[src/rtl/ru_pkg.sv]
// Shared register-unit types for the RU write arbiter.
// The optional busy scoreboard is built only when RU_ARB_SCOREBOARD_EN is defined.
package ru_pkg;
  localparam int XLEN       = 32;
  localparam int REG_ADDR_W = 5;
  localparam int NUM_REGS   = 32;
  localparam int NUM_REQ    = 2;

  typedef struct packed {
    logic [REG_ADDR_W-1:0] rd;
    logic [XLEN-1:0]       data;
  } ru_wr_req_t;

  typedef enum logic {PRI0 = 1'b0, PRI1 = 1'b1} pri_state_t;

  // Writes to x0 are accepted but never reach the register file.
  function automatic logic is_x0(input logic [REG_ADDR_W-1:0] rd);
    return rd == '0;
  endfunction
endpackage

[src/rtl/ru_wr_arbiter_if.sv]
// Requester / RU write-port bundle for ru_wr_arbiter.
// Scoreboard signals exist only when RU_ARB_SCOREBOARD_EN is defined.
interface ru_wr_arbiter_if import ru_pkg::*; ();
  logic                  req0_valid;
  logic [REG_ADDR_W-1:0] req0_rd;
  logic [XLEN-1:0]       req0_data;
  logic                  req0_ready;
  logic                  req1_valid;
  logic [REG_ADDR_W-1:0] req1_rd;
  logic [XLEN-1:0]       req1_data;
  logic                  req1_ready;
  logic                  RUWr;
  logic [REG_ADDR_W-1:0] rd;
  logic [XLEN-1:0]       DataWr;
  logic                  grant_id;
`ifdef RU_ARB_SCOREBOARD_EN
  logic                  rsv_valid;
  logic [REG_ADDR_W-1:0] rsv_rd;
  logic [REG_ADDR_W-1:0] chk_rs1;
  logic [REG_ADDR_W-1:0] chk_rs2;
  logic                  busy_rs1;
  logic                  busy_rs2;

  modport master (
    output req0_valid, req0_rd, req0_data, req1_valid, req1_rd, req1_data,
    output rsv_valid, rsv_rd, chk_rs1, chk_rs2,
    input  req0_ready, req1_ready, RUWr, rd, DataWr, grant_id, busy_rs1, busy_rs2
  );
  modport slave (
    input  req0_valid, req0_rd, req0_data, req1_valid, req1_rd, req1_data,
    input  rsv_valid, rsv_rd, chk_rs1, chk_rs2,
    output req0_ready, req1_ready, RUWr, rd, DataWr, grant_id, busy_rs1, busy_rs2
  );
`else
  modport master (
    output req0_valid, req0_rd, req0_data, req1_valid, req1_rd, req1_data,
    input  req0_ready, req1_ready, RUWr, rd, DataWr, grant_id
  );
  modport slave (
    input  req0_valid, req0_rd, req0_data, req1_valid, req1_rd, req1_data,
    output req0_ready, req1_ready, RUWr, rd, DataWr, grant_id
  );
`endif
endinterface

[src/rtl/rr_arb2.sv]
// Two-way round-robin selector: holder of priority wins a tie, a lone
// requester always wins, and priority flips to the other side after a grant.
module rr_arb2 import ru_pkg::*; (
  input  logic       clk,
  input  logic       rst,
  input  logic [1:0] req,
  input  logic       advance,
  output logic [1:0] gnt
);
  pri_state_t state;

  always_comb begin
    gnt = 2'b00;
    if (!rst) begin
      if (req == 2'b11) gnt = (state == PRI0) ? 2'b01 : 2'b10;
      else              gnt = req;
    end
  end

  always_ff @(posedge clk) begin
    if (rst)          state <= PRI0;
    else if (advance) state <= gnt[0] ? PRI1 : PRI0;
  end
endmodule

[src/rtl/ru_wr_arbiter.sv]
// Arbitrates two writeback requesters onto the single RU write port, 1-cycle latency.
// Define RU_ARB_SCOREBOARD_EN to add the per-register busy scoreboard.
module ru_wr_arbiter import ru_pkg::*; (
  input logic           Clk,
  input logic           Rst,
  ru_wr_arbiter_if.slave bus
);
  ru_wr_req_t [NUM_REQ-1:0] req;
  logic       [NUM_REQ-1:0] vld;
  logic       [NUM_REQ-1:0] gnt;
  ru_wr_req_t               sel;
  logic                     accepted;

  logic                  wr_q;
  logic [REG_ADDR_W-1:0] rd_q;
  logic [XLEN-1:0]       data_q;
  logic                  gid_q;

  assign req[0] = {bus.req0_rd, bus.req0_data};
  assign req[1] = {bus.req1_rd, bus.req1_data};
  assign vld    = {bus.req1_valid, bus.req0_valid};

  rr_arb2 u_arb (
    .clk     (Clk),
    .rst     (Rst),
    .req     (vld),
    .advance (accepted),
    .gnt     (gnt)
  );

  // Ready only depends on valid, so a grant is always an acceptance.
  assign bus.req0_ready = gnt[0];
  assign bus.req1_ready = gnt[1];
  assign accepted       = |gnt;
  assign sel            = gnt[1] ? req[1] : req[0];

  always_ff @(posedge Clk) begin
    if (Rst) begin
      wr_q   <= 1'b0;
      rd_q   <= '0;
      data_q <= '0;
      gid_q  <= 1'b0;
    end else if (accepted && !is_x0(sel.rd)) begin
      wr_q   <= 1'b1;
      rd_q   <= sel.rd;
      data_q <= sel.data;
      gid_q  <= gnt[1];
    end else begin
      wr_q   <= 1'b0;
      rd_q   <= '0;
      data_q <= '0;
      if (accepted) gid_q <= gnt[1];
    end
  end

  // A write accepted just before reset must not reach the RU during reset.
  assign bus.RUWr     = wr_q & ~Rst;
  assign bus.rd       = Rst ? '0 : rd_q;
  assign bus.DataWr   = Rst ? '0 : data_q;
  assign bus.grant_id = gid_q;

`ifdef RU_ARB_SCOREBOARD_EN
  logic [NUM_REGS-1:0] busy;

  // Later assignment wins, so a reservation beats a same-edge commit.
  always_ff @(posedge Clk) begin
    if (Rst) begin
      busy <= '0;
    end else begin
      if (bus.RUWr) busy[bus.rd] <= 1'b0;
      if (bus.rsv_valid) busy[bus.rsv_rd] <= 1'b1;
      busy[0] <= 1'b0;
    end
  end

  assign bus.busy_rs1 = busy[bus.chk_rs1];
  assign bus.busy_rs2 = busy[bus.chk_rs2];
`endif
endmodule

[src/flat_wrapper.sv]
// flat-port wrapper written by rule: the top's interface ports become plain ports
module ru_wr_arbiter_flat import ru_pkg::*;
  (Clk, Rst, bus_req0_valid, bus_req0_rd, bus_req0_data, bus_req1_valid, bus_req1_rd, bus_req1_data, bus_req0_ready, bus_req1_ready, bus_RUWr, bus_rd, bus_DataWr, bus_grant_id);
  ru_wr_arbiter_if bus_i ();
  input logic Clk;
  input logic Rst;
  input wire logic [$bits(bus_i.req0_valid)-1:0] bus_req0_valid;
  input wire logic [$bits(bus_i.req0_rd)-1:0] bus_req0_rd;
  input wire logic [$bits(bus_i.req0_data)-1:0] bus_req0_data;
  input wire logic [$bits(bus_i.req1_valid)-1:0] bus_req1_valid;
  input wire logic [$bits(bus_i.req1_rd)-1:0] bus_req1_rd;
  input wire logic [$bits(bus_i.req1_data)-1:0] bus_req1_data;
  output wire logic [$bits(bus_i.req0_ready)-1:0] bus_req0_ready;
  output wire logic [$bits(bus_i.req1_ready)-1:0] bus_req1_ready;
  output wire logic [$bits(bus_i.RUWr)-1:0] bus_RUWr;
  output wire logic [$bits(bus_i.rd)-1:0] bus_rd;
  output wire logic [$bits(bus_i.DataWr)-1:0] bus_DataWr;
  output wire logic [$bits(bus_i.grant_id)-1:0] bus_grant_id;
  assign bus_i.req0_valid = bus_req0_valid;
  assign bus_i.req0_rd = bus_req0_rd;
  assign bus_i.req0_data = bus_req0_data;
  assign bus_i.req1_valid = bus_req1_valid;
  assign bus_i.req1_rd = bus_req1_rd;
  assign bus_i.req1_data = bus_req1_data;
  assign bus_req0_ready = bus_i.req0_ready;
  assign bus_req1_ready = bus_i.req1_ready;
  assign bus_RUWr = bus_i.RUWr;
  assign bus_rd = bus_i.rd;
  assign bus_DataWr = bus_i.DataWr;
  assign bus_grant_id = bus_i.grant_id;
  ru_wr_arbiter u_core (.Clk(Clk), .Rst(Rst), .bus(bus_i));
endmodule
[config.mk]
export PLATFORM = sky130hd
export DESIGN_NAME = ru_wr_arbiter_flat
export DESIGN_NICKNAME = d
export VERILOG_FILES = /design/src/rtl/ru_pkg.sv /design/src/rtl/ru_wr_arbiter_if.sv /design/src/rtl/rr_arb2.sv /design/src/rtl/ru_wr_arbiter.sv /design/src/flat_wrapper.sv
export SDC_FILE = /design/constraint.sdc
export NUM_CORES = 1
export LEC_CHECK = 0
export CAP_MARGIN = 0
export CELL_PAD_IN_SITES_DETAIL_PLACEMENT = 1
export CELL_PAD_IN_SITES_GLOBAL_PLACEMENT = 2
export CORE_ASPECT_RATIO = 1.4
export CORE_MARGIN = 2
export CORE_UTILIZATION = 18
export CTS_CLUSTER_DIAMETER = 30
export DETAILED_ROUTE_END_ITERATION = 10
export PLACE_DENSITY_LB_ADDON = 0.1
export SLEW_MARGIN = 30
export SYNTH_ARGS = -nofsm -noshare
export SYNTH_HDL_FRONTEND = slang
export SYNTH_SLANG_ARGS = --single-unit
[constraint.sdc]
create_clock -name Clk -period 1.36 [get_ports Clk]
set_input_delay 0.272 -clock Clk [delete_from_list [all_inputs] [get_ports Clk]]
set_output_delay 0.272 -clock Clk [all_outputs]
set_load 0.005 [all_outputs]
# --- Word-level counts from Yosys, hierarchy flattened ---
# Index checks and enable logic that the tools add are counted.
op_classes:
  n_eq_ne: 1
  mux: 10
  bitwise_logic: 3
  n_reduce_logical: 6
ops:
  columns: ["op", "count"]
  rows:
  - ["$mux W37", 1]
  - ["$mux W32", 1]
  - ["$mux W2", 3]
  - ["$logic_not A5 Y1", 1]
  - ["$mux W5", 1]
  - ["$mux W1", 4]
  - ["$reduce_or A2 Y1", 2]
  - ["$eq A2 B2 Y1 const B", 1]
  - ["$not A1 Y1", 2]
  - ["$reduce_bool A2 Y1", 1]
  - ["$and A1 B1 Y1", 1]
  - ["$logic_and A1 B1 Y1", 1]
  - ["$logic_not A1 Y1", 1]
word_totals:
  register_bits: 40
  input_bits: 78
  out_inout_bits: 41
  wordCells: 25

# --- Depth between registers and ports, before layout ---
# Gate-level depths: netlist (run 1).
logic_depth:
  word_depth: 9
  ltp_mapped: 7
  mapped_depth_nobuf: 5

# --- Modules after synthesis ---
# Synthesis (run 1) repeated with hierarchy kept, for this count alone.
unflattened:
  cells_unflattened: 186
  hier_area_um2: 2003.2
modules_own_cells:
  columns: ["mod", "instances", "cells_each", "area_each_um2", "seq_area_each_um2"]
  rows:
  - ["ru_wr_arbiter", 1, 178, 1935.6, 780.7]
  - ["rr_arb2", 1, 8, 67.6, 20.0]

# --- Worst setup path before layout (run 1) ---
# No wires, ideal clock.
synth_timing:
  kind: "reg2reg"
  from: "reg u_core.u_arb.state"
  to: "reg u_core.data_q[10]"
  setup_ns: 0.120
  arrival_ns: 1.006
  required_ns: 1.240
  setup_slack_ns: 0.235
  path_stages_with_launch: 8
  n_path_buf: 2
  period_less_slack_ns: 1.125
  cell_sequence: "dfxtp_1 > nand2b_2 > nand3b_4 > clkinv_2 > buf_6 > buf_6 > nand3_1 > a21oi_1"
synth_between:
  elab_chain_cells: 9
  elab_cells_between_ends: 10
  classes_between: "mux: 4; bitwise: 1; reduce/logical: 5"
synth_lines:
  columns: ["element", "line_no", "text"]
  rows:
  - ["from (decl)", "rr_arb2.sv:10", "pri_state_t state;"]
  - ["from (signal assigned)", "rr_arb2.sv:22", "else if (advance) state <= gnt[0] ? PRI1 : PRI0;"]
  - ["$mux W2 * (2 in series)", "rr_arb2.sv:15", "if (req == 2'b11) gnt = (state == PRI0) ? 2'b01 : 2'b10;"]
  - ["$mux W2 *", "rr_arb2.sv:14", "if (!rst) begin"]
  - ["$mux W37", "ru_wr_arbiter.sv:35", "assign sel = gnt[1] ? req[1] : req[0];"]
  - ["$logic_not A5 Y1", "ru_pkg.sv:18", "return rd == '0;"]
  - ["$logic_not A1 Y1", "ru_wr_arbiter.sv:43", "end else if (accepted && !is_x0(sel.rd)) begin"]
  - ["$logic_and A1 B1 Y1", "ru_wr_arbiter.sv:43", null]
  - ["$not A1 Y1 (no line)", null, null]
  - ["$reduce_or A2 Y1 (no line)", null, null]
  - ["to (signal assigned)", "ru_wr_arbiter.sv:46", "data_q <= sel.data;"]
  - ["to (decl)", "ru_wr_arbiter.sv:16", "logic [XLEN-1:0] data_q;"]
# Every way passes the cells marked *; elsewhere a longest branch is shown, timed or not.
# A chain may end at the register's enable or synchronous reset.

# --- Worst setup path in the final report (run 1) ---
layout_timing:
  from: "reg u_core.u_arb.state"
  to: "out bus_req1_ready"
layout_between:
  elab_chain_cells: 3
layout_lines:
  columns: ["element", "line_no", "text"]
  rows:
  - ["$mux W2 (2 in series)", "rr_arb2.sv:15", null]
  - ["$mux W2", "rr_arb2.sv:14", null]
  - ["to (decl)", "flat_wrapper.sv:14", "output wire logic [$bits(bus_i.req1_ready)-1:0] bus_req1_ready;"]
# No other way between the ends.

==> results of run 1 <==
worst reg2reg max path: stages, from the launching register on:
cell and delay [ns]:
dfxtp_2 0.33, nand2b_4 0.14, nand3b_4 0.09, buf_6 0.30, nand3_1 0.13, a21oi_1 0.14
worst max path at each step:
stage                                                from                            to  slack (ns)  cells after the start
final                     u_core.u_arb.state$_SDFFE_PP0P_                bus_req1_ready        0.03                      4
after global routing                       bus_req0_rd[4]  u_core.data_q[23]$_SDFF_PP0_       -0.02                      6
after CTS                 u_core.u_arb.state$_SDFFE_PP0P_   u_core.data_q[1]$_SDFF_PP0_       0.008                      5
after detailed placement                   bus_req1_valid                bus_req0_ready       -0.53                      4
after global placement                     bus_req1_valid                bus_req0_ready       -0.51                      4
after floorplan           u_core.u_arb.state$_SDFFE_PP0P_  u_core.data_q[10]$_SDFF_PP0_        0.23                      7
per-layer routing:
metal,GRT usage [%],vias to the layer above,part of all wire (%)
met5,0,-,0
met4,6.91,0,3.5
met3,2.96,13,5.2
met2,26.7,70,52
met1,14.3,987,39
li1,-,1015,-
power by group through the flow:
| stage | clock (mW) | combinational, mW | sequential [mW] |
|---|---|---|---|
| 2_1_floorplan | 0 | 0.234 | 1.28 |
| 3_3_place_gp | 0 | 0.657 | 1.29 |
| 3_5_place_dp | 0 | 0.659 | 1.29 |
| 4_1_cts | 1.21 | 0.644 | 1.27 |
| 5_1_grt | 1.24 | 0.702 | 1.27 |
| 6_report | 1.15 | 0.637 | 1.27 |
repair_timing:
action	CTS	global route
setup buffers	0	1
pin swaps	0	2
gates resized for setup	58	4
gates cloned	1	0
endpoints found under the setup margin	78	38
hold endpoints to repair	0	0
cell usage in the layout, fill, tap and decap left out, types with 2 or more instances in the layout:
cell             Yosys  layout
dfxtp_1             40      39
nand2_1             13      13
clkbuf_16            0       5
buf_12               0       3
a21oi_1             38      37
clkdlybuf4s50_1      0      74
nor3_1               2       2
clkinv_2             1       2
nor2_1               2       2
buf_4                2      13
nor2b_1             38      36
dlygate4sd2_1        0      41
nor2b_2              0       2
buf_6                3       5
nand3_1             64      64
cell families (layout without fill, tap and decap cells):
kind of cell | count (synthesis) | count (layout) | synth area share [%]
buffers and inverters | 23 | 146 | 7.25
flip-flops | 40 | 40 | 44.2
AND/OR/NAND/NOR | 123 | 123 | 36.8
AO/OA/AOI/OAI | 41 | 41 | 11.8
final cells by class:
cell class              instances  area share, %
clock buffers                   6           3.83
clock inverters                 1          0.149
inverters                       1          0.149
multi-input cells             164           27.0
flip-flops and latches         40           23.8
well taps                     135           5.02
repair buffers                138           40.0
flip-flops by register name, summed over array words and instances (netlist names):
signal	flops
u_core.bus.grant_id	1
u_core.data_q	32
u_core.rd_q	5
u_core.u_arb.state	1
u_core.wr_q	1
through the flow:
stage | std cells | setup slack (ns)
after floorplan | 227 | 0.235
after global placement | 476 | -0.513
after detailed placement | 476 | -0.533
after CTS | 484 | 0.00779
after global routing | 485 | -0.0213
final | 485 | 0.0308
==> results.ini, run 1 <==
[outcome]
status = finished clean

[layout]
final_cell_area_um2 = 3360
drive_above_1_share_pct = 10.9
final_util_pct = 34.2
syn_to_final_growth_pct = 85.6
regArea_um2 = 802
num-fill-cells = 1182
antenna_cells = 0
multiInputGateArea_um2 = 908
nets = 428

[power]
pwr-share-seq_pct = 41.4
leakage_nw = 1.48
combPwrFrac_pct = 20.8
p_total_mw = 3.06
p_int_mw = 2.31
switchingPower_mw = 0.748
p_per_area_nw_per_um2 = 908
sw_frac_of_total_pct = 24.5
ir_drop_v = 0.000426
clkPwrFrac_pct = 37.8

[synth]
syn-cell-area_um2 = 1810
synth_top_cell_area_share_pct = 44.2
avgSynthCellArea_um2 = 7.99
synth.ff_latch_count = 40
synthTopCellsByArea = dfxtp_1 44%, nand3_1 18%, nor2b_1 13%, a21oi_1 10%, buf_2 3.0%
synth_edf_count = 0
synth-warning-count = 0
synth_common_cells = 64 x nand3_1, 40 x dfxtp_1, 38 x a21oi_1, 38 x nor2b_1, 13 x nand2_1
syn_nets = 305
synthFlopType = dfxtp_1
synthDistinctLibCells = 19
synth_top_cell_by_area = dfxtp_1
ys_seq_area_share_pct = 44.2
syn_inst = 227
yosysMostFrequentCell = nand3_1
async_flop_share_pct = 0

[sta]
rsz0062_at_grt = yes
min_period_over_period_pct = 97.7
tightest_slew_ns = 0.320
fin_setup_tns_ns = 0
timing.final.max_slew_violations = 0
max_slew_margin_pct = 78.7
finClkSkew_ns = 0.00745
setup_violations = 0
holdWs_ns = 0.456
timing.fmax_mhz = 752
finalCriticalPeriod_ns = 1.33
hold_viol = 0

[global_route]
grt_pass1_wl_um = 11400
track_usage_pct = 14.2
grt_max_degree = 39
grt_overflow = 0
grt_pass1_vias = 2194
antenna_found_initial = 0

[critical_path]
r2r_start = u_core.u_arb.state$_SDFFE_PP0P_
cp_cell_sequence = nand2b_4 -> nand3b_4 -> clkinv_2 -> buf_2
crit_type = flip-flop to output pin
ff2ff_setup_slack_ns = 0.16
startpoint_type = flip-flop
worstRegToRegCells = 5
worstPathMaxFanout = 3
max_stage_delay_ns = 0.33
crit_arrival_ns = 1.06
slowest_stage = dfxtp_2
path_buf_inv = 2
path_delay_family = flip-flops
crit_required_ns = 1.09
r2r-end = u_core.data_q[1]$_SDFF_PP0_
end_kind = output pin

[floorplanning]
die_y_um = 123
io_pins = 119
rows = 43
initial_utilization_pct = 18.4
die_area_um2 = 10900
core_um2 = 9850
dieWidth_um = 88.8

[place]
port_buffers = 118
globalplace.congestion = 0.702
post_dp_cell_area_um2 = 3220
hpwl_um = 5110

[run]
cap_violations = 0

[drt]
ant_nets = 0
routed_wl_um = 7470
drc = 0
drt-initial-drc-count = 37
viasPerCell = 4.30
vias = 2085
post_drt_wl_per_cell_um = 15.4
dr.pass1.iters = 4

[worst_hold_path]
hold_start = Rst
min_to = u_core.u_arb.state$_SDFFE_PP0P_
hold_class = input pin to flip-flop
hold_path_depth = 4

[clock_network]
clk_pin_slew_ns = 0.05
numCtsBuffers = 5
clock_latency_ns = 0.29
cts_root_buf = clkbuf_16
cts_tree = built
cts_buffer_depth = 2
cts.sinks = 40
hold_buffers = 0
htreeDepth = 2

(Power assumes the default switching activity.)
==> run 2, diff against run 1 <==
- CORE_UTILIZATION: 18 -> 21
- SYNTH_HIERARCHICAL: default -> 1
==> results.ini, run 2 <==
[floorplanning]
initial_utilization_pct = 21.4  ; +3.0 points
io_pins = 119  ; unchanged
core_um2 = 9350  ; -5.0%
dieWidth_um = 86.5  ; -2.6%
die_y_um = 120  ; -2.6%
rows = 42  ; -2.3%
die_area_um2 = 10300  ; -5.1%

[place]
dp_slack_ns = -0.680  ; -0.147 ns
hpwl_um = 4830  ; -5.4%
globalplace.congestion = 0.698  ; -0.65%
port_buffers = 118  ; unchanged

[synth]
synthDistinctLibCells = 21  ; +2
synth.ff_latch_count = 40  ; unchanged
syn-cell-area_um2 = 2000  ; +10%
synthFlopType = dfxtp_1
synth_edf_count = 0  ; unchanged
synth_top_cell_area_share_pct = 40.0  ; -4.2 points
syn_nets = 264  ; -13%
synth-warning-count = 6  ; +6
synth_common_cells = 40 x dfxtp_1, 39 x nor2b_1, 37 x mux2i_1
syn_inst = 186  ; -18%
synth_top_cell_by_area = dfxtp_1
ys_seq_area_share_pct = 40.0  ; -4.2 points
yosysMostFrequentCell = dfxtp_1
synthTopCellsByArea = dfxtp_1 40%, mux2i_1 18%, nor3_2 14%, nor2b_1 12%, buf_6 4.5%
async_flop_share_pct = 0  ; unchanged
avgSynthCellArea_um2 = 10.8  ; +35%

[power]
ir_drop_v = 0.000460  ; +8.1%
leakage_nw = 1.55  ; +4.5%
p_per_area_nw_per_um2 = 842  ; -7.3%
p_total_mw = 3.32  ; +8.5%

[layout]
final_cell_mix = 74 x clkdlybuf4s50_1, 38 x dfxtp_1, 36 x nor2b_1
antenna_cells = 0  ; unchanged
syn_to_final_growth_pct = 96.6
regMostFlops = u_core/data_q
top_regs = u_core/data_q (32), u_core/rd_q (5)
nets = 401  ; -6.3%
final_common_cell = clkdlybuf4s50_1
drive_above_1_share_pct = 33.0  ; +22 points
largest_reg_flops = 32  ; unchanged

[critical_path]
crit_arrival_ns = 1.74  ; +0.68 ns
crit_top_cell = buf_12
cp_cell_sequence = nor2b_4 -> nor3b_4 -> buf_12 -> nor4b_4 -> o22a_4 -> buf_12 -> nor3_2
worstRegToRegCells = 7  ; +2
end_kind = flip-flop
crit_path_end = u_core/data_q[17]$_SDFF_PP0_
worstPathMaxFanout = 11  ; +8
crit_required_ns = 1.53  ; +0.44 ns
startpoint_type = flip-flop
startpoint = u_core/u_arb/state$_SDFFE_PP0P_
r2r-end = u_core/data_q[17]$_SDFF_PP0_
max_stage_delay_ns = 0.35  ; +0.02 ns
crit_type = flip-flop to flip-flop
r2r_start = u_core/u_arb/state$_SDFFE_PP0P_
ff2ff_setup_slack_ns = -0.21  ; -0.37 ns
slowest_stage = dfxtp_2

[clock_network]
clock_latency_ns = 0.28  ; about the same
cts_buffer_depth = 2  ; unchanged
cts.sinks = 40  ; unchanged
cts_root_buf = clkbuf_16
numCtsBuffers = 5  ; unchanged
cts_tree = built
clk_pin_slew_ns = 0.06  ; about the same
hold_buffers = 0  ; unchanged
htreeDepth = 2  ; unchanged

[global_route]
grtUsageMet1_pct = 13.1  ; -1.2 points
busiest_layer = met2
track_usage_pct = 12.2  ; -1.9 points
antenna_found_initial = 0  ; unchanged
use_met2_pct = 23.0  ; -3.7 points
grt_pass1_wl_um = 9740  ; -14%
use_met3_pct = 3.44  ; +0.48 points
grt_pass1_vias = 1935  ; -12%
grt_max_degree = 24  ; -38%
grt_overflow = 0  ; unchanged

[sta]
setup_violations = 40  ; +40
setup_slack_ns = -0.215  ; -0.245 ns
timing.fmax_mhz = 635  ; -16%
max_slew_margin_pct = 84.9  ; +6.2 points
tightest_slew_ns = 0.222  ; -0.0977 ns
finClkSkew_ns = 0.00270  ; -0.00475 ns
holdWs_ns = 0.414  ; -0.0419 ns
hold_viol = 0  ; unchanged
timing.final.max_slew_violations = 0  ; unchanged
finalCriticalPeriod_ns = 1.57  ; +0.245 ns
rsz0062_at_grt = yes
fin_setup_tns_ns = -7.50  ; -7.50 ns
min_period_over_period_pct = 116  ; +18 points

[run]
cap_violations = 0  ; unchanged

[outcome]
failed_checks = negative setup slack
status = finished with violations

[drt]
post_drt_wl_per_cell_um = 15.6  ; +1.5%
ant_nets = 0  ; unchanged
vias = 1840  ; -12%
routed_wl_um = 6790  ; -9.2%
viasPerCell = 4.24  ; -1.4%
drc = 0  ; unchanged
dr.pass1.iters = 3  ; -1
drt-initial-drc-count = 13  ; -65%

[worst_hold_path]
hold_class = input pin to flip-flop
hold_start = Rst

run 2: cell families after synthesis:
group / after synthesis / synth area share, %
buffers and inverters: 17 / 6.56
and+or+nand+nor: 88 / 33.0
DFF: 40 / 40.0
muxes: 37 / 18.5
AOI/OAI and AO/OA: 4 / 1.94
run 2: per-stage QoR:
step	util (%)	cells	cell area, um^2
global placement	36.5	414	3410
detailed placement	36.5	414	3410
finish	42.1	434	3940
global route	42.1	434	3940
CTS	40.0	432	3740
floorplan	-	186	2050
run 2: critical path: cells and delay by family, from the launching register on:
| family | cells | cell delay, ns |
|---|---|---|
| simple gates | 4 | 0.55 |
| flops | 1 | 0.35 |
| buf+inv | 2 | 0.32 |
| compound gates | 1 | 0.24 |
run 2: what timing repair did:
| action | in CTS | in global routing |
|---|---|---|
| gates resized for setup | 74 | 54 |
| setup buffers | 8 | 2 |
| hold endpoints to repair | 0 | 0 |
| gates cloned | 2 | 3 |
| setup endpoints to repair | 80 | 53 |
| pin swaps | 3 | 8 |
run 2: area by class of cell:
cell class | instances | area (um^2)
sequential | 40 | 803
clock buffer | 6 | 129
multi-input combinational | 129 | 1320
fill | 1046 | 5420
clock inverter | 2 | 35.0
tap | 110 | 138
timing repair buffer | 146 | 1520
inverter | 1 | 3.75
run 2: report_power, final:
part | internal (mW) | switching, mW | total [mW]
registers | 1.23 | 0.0136 | 1.24
logic | 0.483 | 0.286 | 0.769
clock network | 0.863 | 0.445 | 1.31
run 2: metal layers:
layer | wire length (um) | part of all wire (%)
met1 | 2550 | 38
met2 | 3760 | 55
met3 | 435 | 6.4
met4 | 40 | 0.59
met5 | 0 | 0
run 2: how the worst min path moves through the flow:
stage                                             endpoint  slack [ns]  cells after the start
after floorplan            u_core/u_arb/state$_SDFFE_PP0P_        0.38                      1
after global placement    u_core/bus.grant_id$_SDFFE_PP0P_        0.50                      2
after detailed placement  u_core/bus.grant_id$_SDFFE_PP0P_        0.54                      2
after CTS                 u_core/bus.grant_id$_SDFFE_PP0P_        0.42                      3
after global routing      u_core/bus.grant_id$_SDFFE_PP0P_        0.44                      3
final                     u_core/bus.grant_id$_SDFFE_PP0P_        0.41                      3
